File: config.mk
export PLATFORM = sky130hd
export DESIGN_NAME = cache_lru_replacer
export DESIGN_NICKNAME = d
export VERILOG_FILES = /design/src/rtl/cache_lru_replacer.sv
export SDC_FILE = /design/constraint.sdc
export NUM_CORES = 1
export LEC_CHECK = 0
export BUFFER_PORTS_ARGS = -buffer_cell sky130_fd_sc_hd__buf_2
export CORE_MARGIN = 2
export CORE_UTILIZATION = 52
export DETAILED_ROUTE_END_ITERATION = 7
export GPL_ROUTABILITY_DRIVEN = 1
export HOLD_SLACK_MARGIN = 0.1
export PLACE_DENSITY = 0.7
export SLEW_MARGIN = 20
export SYNTH_ARGS = -nofsm -noshare
export SYNTH_HDL_FRONTEND = slang
export SYNTH_SLANG_ARGS = --single-unit
File: constraint.sdc
create_clock -name clk -period 3.6 [get_ports clk]
set_input_delay 0.72 -clock clk [delete_from_list [all_inputs] [get_ports clk]]
set_output_delay 0.72 -clock clk [all_outputs]
set_load 0.1 [all_outputs]
File: src/rtl/cache_lru_replacer.sv
// 4-way age-based LRU replacement tracker.
// Per-set ages and valid bits, registered victim selection.
module cache_lru_replacer #(
  parameter int SETS  = 8,
  parameter int IDX_W = 3
) (
  input  logic             clk,
  input  logic             reset,
  input  logic [IDX_W-1:0] index,
  input  logic             access,
  input  logic [1:0]       hit_way,
  input  logic             replace,
  input  logic             flush,
  output logic [1:0]       victim_way,
  output logic             victim_valid,
  output logic             set_full
);

  typedef logic [3:0][1:0] ages_t;

  localparam ages_t INIT_AGES = {2'd3, 2'd2, 2'd1, 2'd0};

  function automatic ages_t touch(
    input ages_t      a,
    input logic [1:0] w
  );
    ages_t r;
    r = a;
    for (int i = 0; i < 4; i++) begin
      if (a[i] < a[w]) r[i] = a[i] + 2'd1;
    end
    r[w] = 2'd0;
    return r;
  endfunction

  logic [SETS-1:0][3:0][1:0] age_q, age_d;
  logic [SETS-1:0][3:0]      vld_q, vld_d;
  logic [1:0]                vw_q, vw_d;
  logic                      vv_q, vv_d;
  logic                      sf_q, sf_d;
  logic                      rdy_q;

  ages_t      cur_age;
  logic [3:0] cur_vld;
  logic [1:0] vic;
  logic       found;
  logic       fl_go, rep_go, acc_go;

  assign cur_age = age_q[index];
  assign cur_vld = vld_q[index];

  // Lowest invalid way wins; otherwise the way aged 3.
  always_comb begin
    vic   = 2'd0;
    found = 1'b0;
    for (int i = 0; i < 4; i++) begin
      if (!cur_vld[i] && !found) begin
        vic   = 2'(i);
        found = 1'b1;
      end
    end
    if (!found) begin
      for (int i = 0; i < 4; i++) begin
        if (cur_age[i] == 2'd3) vic = 2'(i);
      end
    end
  end

  // First edge after reset release is ignored via rdy_q.
  assign fl_go  = rdy_q & flush;
  assign rep_go = rdy_q & ~flush & replace;
  assign acc_go = rdy_q & ~flush & ~replace & access;

  always_comb begin
    age_d = age_q;
    vld_d = vld_q;
    vw_d  = vw_q;
    vv_d  = 1'b0;
    sf_d  = sf_q;
    unique case (1'b1)
      fl_go: begin
        age_d = {SETS{INIT_AGES}};
        vld_d = '0;
      end
      rep_go: begin
        vw_d              = vic;
        vv_d              = 1'b1;
        sf_d              = &cur_vld;
        vld_d[index][vic] = 1'b1;
        age_d[index]      = touch(cur_age, vic);
      end
      acc_go: begin
        age_d[index] = touch(cur_age, hit_way);
      end
      default: ;
    endcase
  end

  always_ff @(posedge clk or negedge reset) begin
    if (!reset) begin
      age_q <= {SETS{INIT_AGES}};
      vld_q <= '0;
      vw_q  <= 2'd0;
      vv_q  <= 1'b0;
      sf_q  <= 1'b0;
      rdy_q <= 1'b0;
    end else begin
      age_q <= age_d;
      vld_q <= vld_d;
      vw_q  <= vw_d;
      vv_q  <= vv_d;
      sf_q  <= sf_d;
      rdy_q <= 1'b1;
    end
  end

  assign victim_way   = vw_q;
  assign victim_valid = vv_q;
  assign set_full     = sf_q;

endmodule

Word-level counts from Yosys, hierarchy flattened:

Cells that the tools add are included.

* bits in registers: 101
* latch bits: 0
* bits in writable memories: 0
* ROM bits: 0
* bits of input ports: 10
* output and inout port bits: 4
* word-level logic and storage cells: 143
* memories: 0

* $add $sub $neg: 4
* multipliers: 0
* div/mod/pow operators: 0
* magnitude comparators: 14
* equal/unequal tests: 4
* shift operators: 0
* muxes and demuxes: 51
* bitwise logic cells: 12
* reductions and logical operators: 14

Operators by type and width (number)
* 64-bit one-hot mux with 3 select lines: 1
* 64-bit bitwise mux: 2
* 32-bit one-hot mux with 2 select lines: 1
* 2-bit two-way mux: 27
* 32-bit OR: 1
* 8-bit binary-select mux with 3-bit select: 1
* 8-bit demux with 3-bit select: 1
* 8-bit AND: 2
* 2-bit less-than comparator: 8
* 8-bit two-way mux: 2
* 8-bit NOT: 2
* 4-bit binary-select mux with 3-bit select: 1
* 4-bit demux with 3-bit select: 1
* 2-bit by 1-bit adder with 2-bit output (second input constant): 4
* 2-bit binary-select mux with 2-bit select: 2
* 2-bit demux with 2-bit select: 2
* 2-bit == test (second input constant): 4
* 4-bit two-way mux: 2
* 1-bit two-way mux: 7
* 1-bit logical AND: 6
* 2-bit by 3-bit less-than comparator with 1-bit output (second input constant): 2
* 1-bit AND: 5
* 1-bit zero test: 5
* 2-bit by 1-bit >= comparator with 1-bit output (second input constant): 2
* 7 further kinds: 8

Depth between registers and ports, before layout:

Gate-level depths: netlist of the first run.

* depth in word-level cells: 24
* mapped depth: 18
* depth with buffers taken out: 14

Worst setup path after synthesis of the first run:

OpenSTA, ideal clock, no wires.

* path kind: input-to-reg
* from: input index[1]
* to: register age_q[11] (netlist bit)
* library setup time: 0.121 ns
* data arrival time: 4.282 ns
* data required time: 3.479 ns
* slack: -0.804 ns
* cell stages on the path: 13
* buffers on the path: 3
* path through: buf_4 buf_6 mux4_2 mux2_2 clkbuf_1 ha_1 nor4_2 or2b_1 a21oi_1 nor2_1 a211oi_2 nor2_4 o22a_1

* longest elaborated chain between the ends: 24
* elaborated cells between the ends (all ways): 55
* classes of those cells: 1 x add/sub; 6 x order compare; 4 x eq/ne; 31 x mux; 3 x bitwise; 10 x reduce/logical

RTL lines
* start, declared: line 9 `input logic [IDX_W-1:0] index,`
* 4-bit binary-select mux with 3-bit select: line 50 `assign cur_vld = vld_q[index];`
* 4-bit two-way mux (not written as such): line 50
* 1-bit zero test: line 57 `if (!cur_vld[i] && !found) begin`
* 1-bit logical AND: line 57
* 1-bit two-way mux: line 57
* 1-bit zero test: line 57
* 1-bit logical AND: line 57
* 1-bit two-way mux: line 57
* [... 8 more ...]
* 2-bit binary-select mux with 2-bit select (tied with other cells): line 30 `if (a[i] < a[w]) r[i] = a[i] + 2'd1;`
* 2-bit two-way mux (not written as such) or 1-bit logical AND (tied branches): line 30, 32
* 2-bit less-than comparator or 2-bit two-way mux (tied branches): line 30, 32
* 2-bit two-way mux or 2-bit demux with 2-bit select (tied branches): line 30, 32
* 2-bit two-way mux or 8-bit NOT (tied branches)
* 8-bit AND (no line)
* 64-bit bitwise mux: line 90 `age_d[index] = touch(cur_age, vic);`
* 64-bit one-hot mux with 3 select lines (*): line 80 `unique case (1'b1)`
* end signal, assigned: line 101 `age_q <= {SETS{INIT_AGES}};`
* end signal, assigned: line 108 `age_q <= age_d;`
* end, declared: line 36 `logic [SETS-1:0][3:0][1:0] age_q, age_d;`

Mark *: on every way between the ends. The rest lies on a longest branch, timed or not. The select of a mux whose other input is x is not followed.
A chain may end at the register's enable or synchronous reset.

Final worst setup path of the first run:

* from: input index[1]
* to: register age_q[28] (netlist bit)

The elaborated chain is that of the path after synthesis.

==> metrics.txt, run 1 <==
final WL 21900 um; Worst setup SP type input port; largest net degree at the start of global routing 68; Fin Setup TNS -1.85 ns; # rows 40; slowest CP cell or4_1; max-cap violations 0; register bit count reported by yosys 101; sequential area share after synthesis 0.404; Slew @ Worst Pin roughly 0.87 ns; clock root buffer clkbuf_16; r2r startpoint age_q[29]$_DFFE_PN1P_; Remaining DRCs 0; H-tree level count 3; initial antenna violation count 1; number of global-route vias before repair 5951; io pins 14; CTS Hold Bufs 0; final setup fails 34; clock latency on the worst-skew pair 0.37 ns; Final Wtd Congestion 0.979; Switch Pwr between 1000 and 1500 uW; Yosys cell types 74; Req. time, crit path roughly 3.8 ns; Comb pwr share 0.381; Peak VDD IR 0.306 mV; clock sink total 101; PwrDens 450 nW/um^2; number of instances in the placed design 875; Period Utilization, post-route 1.02; mean routed wirelength per cell 24.0 um; critical path class in -> reg; CP arrival 3.93 ns; DR vias 6215; first-pass GRT wire length between 30000 and 40000 um; nets 779; Synth Flop Type dfrtp_1; Area growth, synth to finish 31.0%; Clk pin slew, worst setup/hold paths 0.07 ns; slew margin rel. 0.421; cts bufs inserted 9; final worst path period need 3.69 ns; synthesized area per cell 9.73 sq um; number of enable flip-flop cells after synthesis 0; Final WS setup -0.0887 ns; final clock skew roughly 0.011 ns; Finished Layout Cells slightly above 900; CP Max Fanout 7; maximum buffer depth of the clock tree 2; Via density 6.81; hold violation total from the final report 0; CP cell instances buf_12 -> buf_12 -> mux4_2 -> mux2_4 -> ha_4 -> a21oi_4 -> buf_6 -> a211oi_4 -> or4_1 -> o31ai_2 -> mux2_4 -> o21bai_2 -> a221oi_1 -> o22ai_1; chip width 115 um; Post-Place Cell Area 7410 sq um; Pins Over Slew Limit 0; CP max stage delay around 0.57 ns; initial DRC count approximately 840; Syn Std Cell Area 6360 sq um; GRT overflow 0; outcome finished, violations left; die area between 10000 and 15000 sq um; CP Capture Type flip-flop; clock power share 0.263; HPWL after detailed placement 15100 um; Flop pwr share 0.357; Pre-Repair DR Iteration Count 6; Core Footprint 12000 sq um; Initial Util 0.531; Static Leak 0.00343 uW; Sw Share 0.360; fmax around 0.27 GHz; RSZ-0062 raised after global routing true; GRT Util Overall 0.333; pre-CTS setup slack -0.849 ns; Worst Setup SP index[1]; internal power 2400 uW; share of layout cells above drive strength 1 0.396; failing checks setup timing; ANT nets after route 0; antenna cells 0; CTS tree done; die height 115 um; YS warnings 0; post-route cell area approximately 8300 sq um; Worst Hold Class in -> async; Async SR Flop Fraction 1.00; syn nets between 600 and 700; cells after synthesis 653; PortBufs 13
==> power by group through the flow <==
stage               clock [uW]  sequential [uW]  combinational (uW)
floorplan                    0             1340                 746
global placement             0             1350                1120
detailed placement           0             1350                1150
CTS                        983             1330                1280
global route              1040             1350                1500
finish                     985             1340                1430
==> logic make-up (layout without fill, tap and decap cells) <==
logic type	count (synthesis)	in the layout	share of synthesized area
compound gates	216	218	0.252
simple gates	214	214	0.157
flops	101	101	0.404
buf+inv	63	174	0.0453
mux	50	50	0.126
fa+ha+maj	8	8	0.0157
other cells	1	1	0.000590
==> synthesized netlist by cell type, types with 13 or more instances <==
cell type,n,share of area
a21oi_1,58,0.046
a221oi_1,16,0.022
a22o_1,21,0.029
clkbuf_1,21,0.012
dfrtp_1,69,0.27
dfstp_2,32,0.13
inv_1,27,0.016
mux2_2,13,0.023
mux2i_1,14,0.022
mux4_2,19,0.067
nand2_1,66,0.039
nand3_1,15,0.012
nor2_1,67,0.040
nor3_1,22,0.017
o21ai_0,20,0.016
o22a_1,17,0.023
o22ai_1,18,0.018
==> layer usage <==
metal | global-route usage | share of wire | vias up
met2 | 0.520 | 0.46 | 381
li1 | - | - | 2694
met3 | 0.0895 | 0.10 | 89
met4 | 0.127 | 0.041 | 0
met1 | 0.445 | 0.40 | 3051
met5 | 0 | 0 | -
==> layout make-up <==
class                   count  area, sq um
clock buffers              13          260
clock inverters             3         28.8
fillers                   873         3630
inverters                  28          108
multi-input cells         491         4060
flip-flops and latches    101         2570
well taps                 147          184
repair buffers            130         1120
==> placed cells by master, fill, tap and decap left out, types with 6 or more instances in the layout <==
cell / instances
a21oi_2: 16
o31ai_1: 6
buf_6: 9
mux2i_1: 10
buf_12: 8
mux4_2: 19
a22o_1: 21
nand3_1: 15
nor2_1: 66
mux2_2: 8
nand3b_1: 7
nand2_1: 62
nor3_1: 19
a221oi_2: 11
buf_2: 10
o21ai_0: 19
dfstp_2: 32
a21oi_1: 41
clkbuf_16: 10
o22a_1: 16
dfrtp_1: 69
o22ai_1: 14
inv_1: 26
nor2b_1: 6
buf_4: 101
==> metrics by stage <==
stage | hold WS, ns | util | power [uW]
2_1_floorplan | 0.424 | - | 2090
5_1_grt | 0.504 | 0.696 | 3880
3_5_place_dp | 0.465 | 0.619 | 2500
4_1_cts | 0.481 | 0.667 | 3590
3_3_place_gp | 0.457 | 0.619 | 2470
6_report | 0.456 | 0.696 | 3750
==> worst max-delay path: cells and delay by family <==
kind	cells	cell delay, ns
AOI/OAI and AO/OA	6	0.93
adders and majority gates	1	0.18
buffers and inverters	3	0.36
muxes	3	1.16
and+or+nand+nor	1	0.57
==> sequential cells by signal, indices dropped and copies added, names as in the netlist <==
name          flops
rdy_q             1
age_q            64
victim_way        2
victim_valid      1
vld_q            32
set_full          1
==> worst paths after layout <==
kind / to / slack (ns) / depth (start not counted)
setup / recovery: age_q[28]$_DFFE_PN0P_ / -0.09 / 14
hold / removal: vld_q[6]$_DFFE_PN0P_ / 0.46 / 1
setup reg to reg: age_q[28]$_DFFE_PN0P_ / -0.02 / 14
hold reg to reg: victim_way[0]$_DFFE_PN0P_ / 0.48 / 2
max in group asynchronous: age_q[39]$_DFFE_PN1P_ / 2.27 / 2
min in group clk: victim_way[0]$_DFFE_PN0P_ / 0.48 / 2
==> repair_timing <==
item                       CTS  global route
setup buffers               10             8
gates cloned                 2             2
setup endpoints to repair   64            64
pin swaps                   14            19
gates resized for setup     34            49
No activity file was read; power rests on OpenSTA's default activity.
==> run 2: changes to the inputs <==
--- a/config.mk
+++ b/config.mk
@@ -12,6 +12,7 @@
 export GPL_ROUTABILITY_DRIVEN = 1
 export HOLD_SLACK_MARGIN = 0.1
 export PLACE_DENSITY = 0.7
+export SETUP_SLACK_MARGIN = 0.02
 export SLEW_MARGIN = 20
 export SYNTH_ARGS = -nofsm -noshare
 export SYNTH_HDL_FRONTEND = slang
==> metrics.txt, run 2 (synthesis results as in run 1) <==
outcome finished, violations left; failing checks setup timing; Peak VDD IR 0.307 mV; Via density ~6.7; Final Wtd Congestion around 1; Largest register FFs 64; CP cell instances buf_12 -> buf_12 -> mux4_2 -> mux2_4 -> ha_4 -> a21oi_4 -> buf_6 -> a211oi_4 -> or4_1 -> o31ai_2 -> mux2_4 -> buf_6 -> o21bai_4 -> a22oi_2 -> buf_4 -> o22ai_1; final worst path period need 3.72 ns; Static Leak roughly 0.0034 uW; antenna cells 0; Period Utilization, post-route 1.03; Slew @ Worst Pin around 0.86 ns; share of layout cells above drive strength 1 0.405; cts bufs inserted 9; die height between 100 and 150 um; Fin Setup TNS -2.10 ns; clock power share 0.258; internal power 2440 uW; # rows 40; Finished Layout Cells 918; maximum buffer depth of the clock tree 2; nets 784; Core Footprint 12000 sq um; io pins 14; initial DRC count 777; chip width 115 um; Clk pin slew, worst setup/hold paths roughly 0.070 ns; Pre-Repair DR Iteration Count 6; slew margin rel. 0.426; DR vias 6196; Req. time, crit path ~3.8 ns; CP arrival 3.96 ns; most common cell after layout, fill and taps aside buf_4; Pwr Total 3810 uW; Switch Pwr 1370 uW; PwrDens approximately 450 nW/um^2; die area ~13000 sq um; initial antenna violation count 0; CTS tree done; r2r startpoint age_q[29]$_DFFE_PN1P_; hold violation total from the final report 0; final WL ~22000 um; GRT overflow 0; R2R depth 16; number of global-route vias before repair 5953; mean routed wirelength per cell 24.2 um; CP Capture Type flip-flop; max-cap violations 0; Remaining DRCs 0; CTS Hold Bufs 0; Comb pwr share 0.390; first-pass GRT wire length approximately 33000 um; Worst setup SP type input port; Final WS setup -0.121 ns; H-tree level count 3; CP Max Fanout 7; final clock skew 0.0107 ns; GRT Util Overall 0.334; Flop pwr share 0.351; number of instances in the placed design 875; ANT nets after route 0; pre-CTS setup slack -0.849 ns; clock sink total 101; largest reg by FF count age_q; post-route cell area roughly 8400 sq um; Worst Hold Class in -> async; most frequent cells in the layout buf_4 (102), dfrtp_1 (69), nor2_1 (66); Post-Place Cell Area about 7400 sq um; Initial Util 0.531; HPWL after detailed placement ~15000 um; fmax approximately 0.27 GHz; CP max stage delay 0.57 ns; slowest CP cell or4_1; RR Endpoint age_q[16]$_DFFE_PN0P_; RSZ-0062 raised after global routing true; PortBufs 13; Pins Over Slew Limit 0; final setup fails 39; clock root buffer clkbuf_16; largest net degree at the start of global routing 68; critical path class in -> reg; FF-to-FF setup slack -0.05 ns; Sw Share 0.360; clock latency on the worst-skew pair between 0.3 and 0.4 ns; Area growth, synth to finish 32.4%
## run 2: area by class of cell
type,instances,area [sq um]
clock buffer,13,260
clock inverter,3,28.8
fill,860,3550
inverter,28,108
multi-input combinational,491,4100
sequential,101,2570
tap,147,184
timing repair buffer,135,1170
## run 2: through the flow
step	hold WS, ns	util
global route	0.504	0.703
global placement	0.457	0.619
detailed placement	0.465	0.619
CTS	0.481	0.668
floorplan	0.424	-
finish	0.448	0.703
## run 2: power groups by stage
stage | registers (uW) | logic (uW) | clock network, uW
after floorplan | 1340 | 746 | 0
after global placement | 1350 | 1120 | 0
after detailed placement | 1350 | 1150 | 0
after CTS | 1330 | 1280 | 983
after global routing | 1350 | 1560 | 1040
final | 1340 | 1490 | 983
## run 2: how the worst max path moves through the flow
stage / cells after the start / slack, ns / end / start
4_1_cts: 15 / 0.004 / age_q[27]$_DFFE_PN0P_ / index[1]
3_3_place_gp: 13 / -0.83 / age_q[52]$_DFFE_PN0P_ / index[2]
5_1_grt: 16 / -0.17 / age_q[56]$_DFFE_PN0P_ / index[1]
6_report: 16 / -0.12 / age_q[16]$_DFFE_PN0P_ / index[1]
3_5_place_dp: 13 / -0.85 / age_q[52]$_DFFE_PN0P_ / index[2]
2_1_floorplan: 16 / -0.49 / age_q[11]$_DFFE_PN0P_ / index[2]
## run 2: what timing repair did
action | in CTS | in global routing
setup buffers | 10 | 14
pin swaps | 14 | 23
resized for setup | 36 | 60
endpoints found under the setup margin | 64 | 64
gates cloned | 2 | 2
hold endpoints to repair | 0 | 0
## run 2: critical path: cells and delay by family
| family | cells | cell delay, ns |
|---|---|---|
| multiplexers | 3 | 1.12 |
| AND/OR/NAND/NOR | 1 | 0.57 |
| buffers and inverters | 5 | 0.66 |
| adder cells (fa/ha/maj) | 1 | 0.18 |
| AO/OA/AOI/OAI | 6 | 0.71 |
## run 2: routing by layer
metal	vias to the layer above	track usage	wire length, um
met3	71	0.0921	2100
met5	-	0	0
met4	0	0.126	859
li1	2705	-	-
met1	3062	0.443	8860
met2	358	0.523	10400
==> run 3: changes to the inputs <==
==> constraint.sdc (replaced) <==
create_clock -name clk -period 3.1 [get_ports clk]
set_input_delay 0.62 -clock clk [delete_from_list [all_inputs] [get_ports clk]]
set_output_delay 0.62 -clock clk [all_outputs]
set_load 0.1 [all_outputs]
==> metrics.txt, run 3 (synthesis results as in run 1) <==
outcome finished, violations left; failing checks setup timing; largest reg by FF count age_q; fmax 0.273 GHz; Largest delay share family, worst path multiplexers; share of layout cells above drive strength 1 0.496; Static Leak between 0.003 and 0.004 uW; Req. time, crit path 3.35 ns; first-pass GRT wire length 35300 um; Period Utilization, post-route 1.18; number of global-route vias before repair around 6400; ANT nets after route 0; Min Hold Slack 0.285 ns; final WL roughly 23000 um; Area growth, synth to finish 45.1%; R2R depth 17; max-cap violations 0; PwrDens approximately 510 nW/um^2; slowest CP cell mux4_2; Pins Over Slew Limit 0; CP cell instances buf_12 -> buf_12 -> mux4_2 -> nand2_2 -> nand2_4 -> mux4_2 -> inv_4 -> ha_4 -> a21o_1 -> a31oi_1 -> mux2i_1 -> nor2b_2 -> a211oi_4 -> buf_6 -> buf_16 -> nor3_2 -> o22a_1; Slew @ Worst Pin 0.678 ns; Initial Util 0.531; CP Buf/Inv Count 5; Final Wtd Congestion between 0.9 and 1; Clk pin slew, worst setup/hold paths 0.07 ns; largest net degree at the start of global routing 56; CP Capture Type flip-flop; nets approximately 830; DR vias 6455; Via density roughly 6.7; PortBufs 13; initial antenna violation count 0; final worst path period need 3.67 ns; CTS tree done; die area 13100 sq um; FF-to-FF setup slack -0.52 ns; Core Footprint approximately 12000 sq um; CP max stage delay 0.58 ns; GRT overflow 0; clock root buffer clkbuf_16; clock sink total 101; chip width 115 um; HPWL after detailed placement about 15000 um; die height 115 um; antenna cells 0; most frequent cells in the layout buf_4 (147), dfrtp_1 (69), nor2_1 (65); CTS Hold Bufs 0; clock latency on the worst-skew pair around 0.36 ns; Final WS setup -0.566 ns; RSZ-0062 raised after global routing true; cts bufs inserted 9; slew margin rel. 0.548; Worst setup SP type input port; CP Max Fanout 5; maximum buffer depth of the clock tree 2; critical path class in -> reg; Pwr Total 4680 uW; initial DRC count 654; Peak VDD IR 0.390 mV; hold violation total from the final report 0; CP arrival 3.92 ns; pre-CTS setup slack -1.20 ns; Remaining DRCs 0; final setup fails 64; most common cell after layout, fill and taps aside buf_4; H-tree level count 3; Worst Hold Class in -> async; io pins 14; final clock skew 0.00998 ns; mean routed wirelength per cell around 24 um; Pre-Repair DR Iteration Count 5; GRT Util Overall 0.354; Crit path depth 17; # rows 40; Largest register FFs 64; Fin Setup TNS -27.74 ns
## run 3: cell types whose count changed in the layout (fill, tap and decap cells not counted), sizes merged
cell / before / now
buf: 134 / 184
clkbuf: 14 / 11
inv: 29 / 31
a311oi: 6 / 5
a31oi: 4 / 5
clkinv: 2 / 3
o21bai: 3 / 2
## run 3: metrics by stage
stage	std cells	cell area [sq um]	utilization
floorplan	653	6600	-
global placement	906	7680	0.642
detailed placement	906	7680	0.642
CTS	951	8810	0.736
global route	967	9220	0.771
finish	967	9220	0.771
## run 3: area by class of cell
class                           instances  area [sq um]
Sequential cell                       101          2570
Tap cell                              147           184
Fill cell                             720          2740
Clock inverter                          6          52.6
Clock buffer                           10           239
Timing Repair Buffer                  185          1660
Multi-Input combinational cell        490          4410
Inverter                               28           108
## run 3: layer usage
layer / GRT usage / up-vias / part of all wire
li1: - / 2797 / -
met3: 0.0826 / 85 / 0.089
met4: 0.163 / 0 / 0.041
met5: 0 / - / 0
met2: 0.547 / 383 / 0.47
met1: 0.472 / 3190 / 0.40
## run 3: final timing paths
kind,startpoint,endpoint
max,index[1],age_q[51]$_DFFE_PN0P_
min,reset,vld_q[1]$_DFFE_PN0P_
max reg2reg,age_q[61]$_DFFE_PN1P_,age_q[51]$_DFFE_PN0P_
min reg2reg,set_full$_DFFE_PN0P_,set_full$_DFFE_PN0P_
max in group asynchronous,reset,age_q[45]$_DFFE_PN1P_
min in group clk,set_full$_DFFE_PN0P_,set_full$_DFFE_PN0P_
## run 3: what timing repair did
item	4_1_cts	5_1_grt
pin swaps	45	35
resized for setup	105	51
gates cloned	3	1
setup endpoints to repair	64	64
buffers inserted	26	18
## run 3: where the power goes
part           total (uW)  internal [uW]  leakage [uW]  switching (uW)
Clock                1130            582      0.000147             543
Combinational        2020            943       0.00239            1080
Sequential           1540           1460       0.00127            78.6
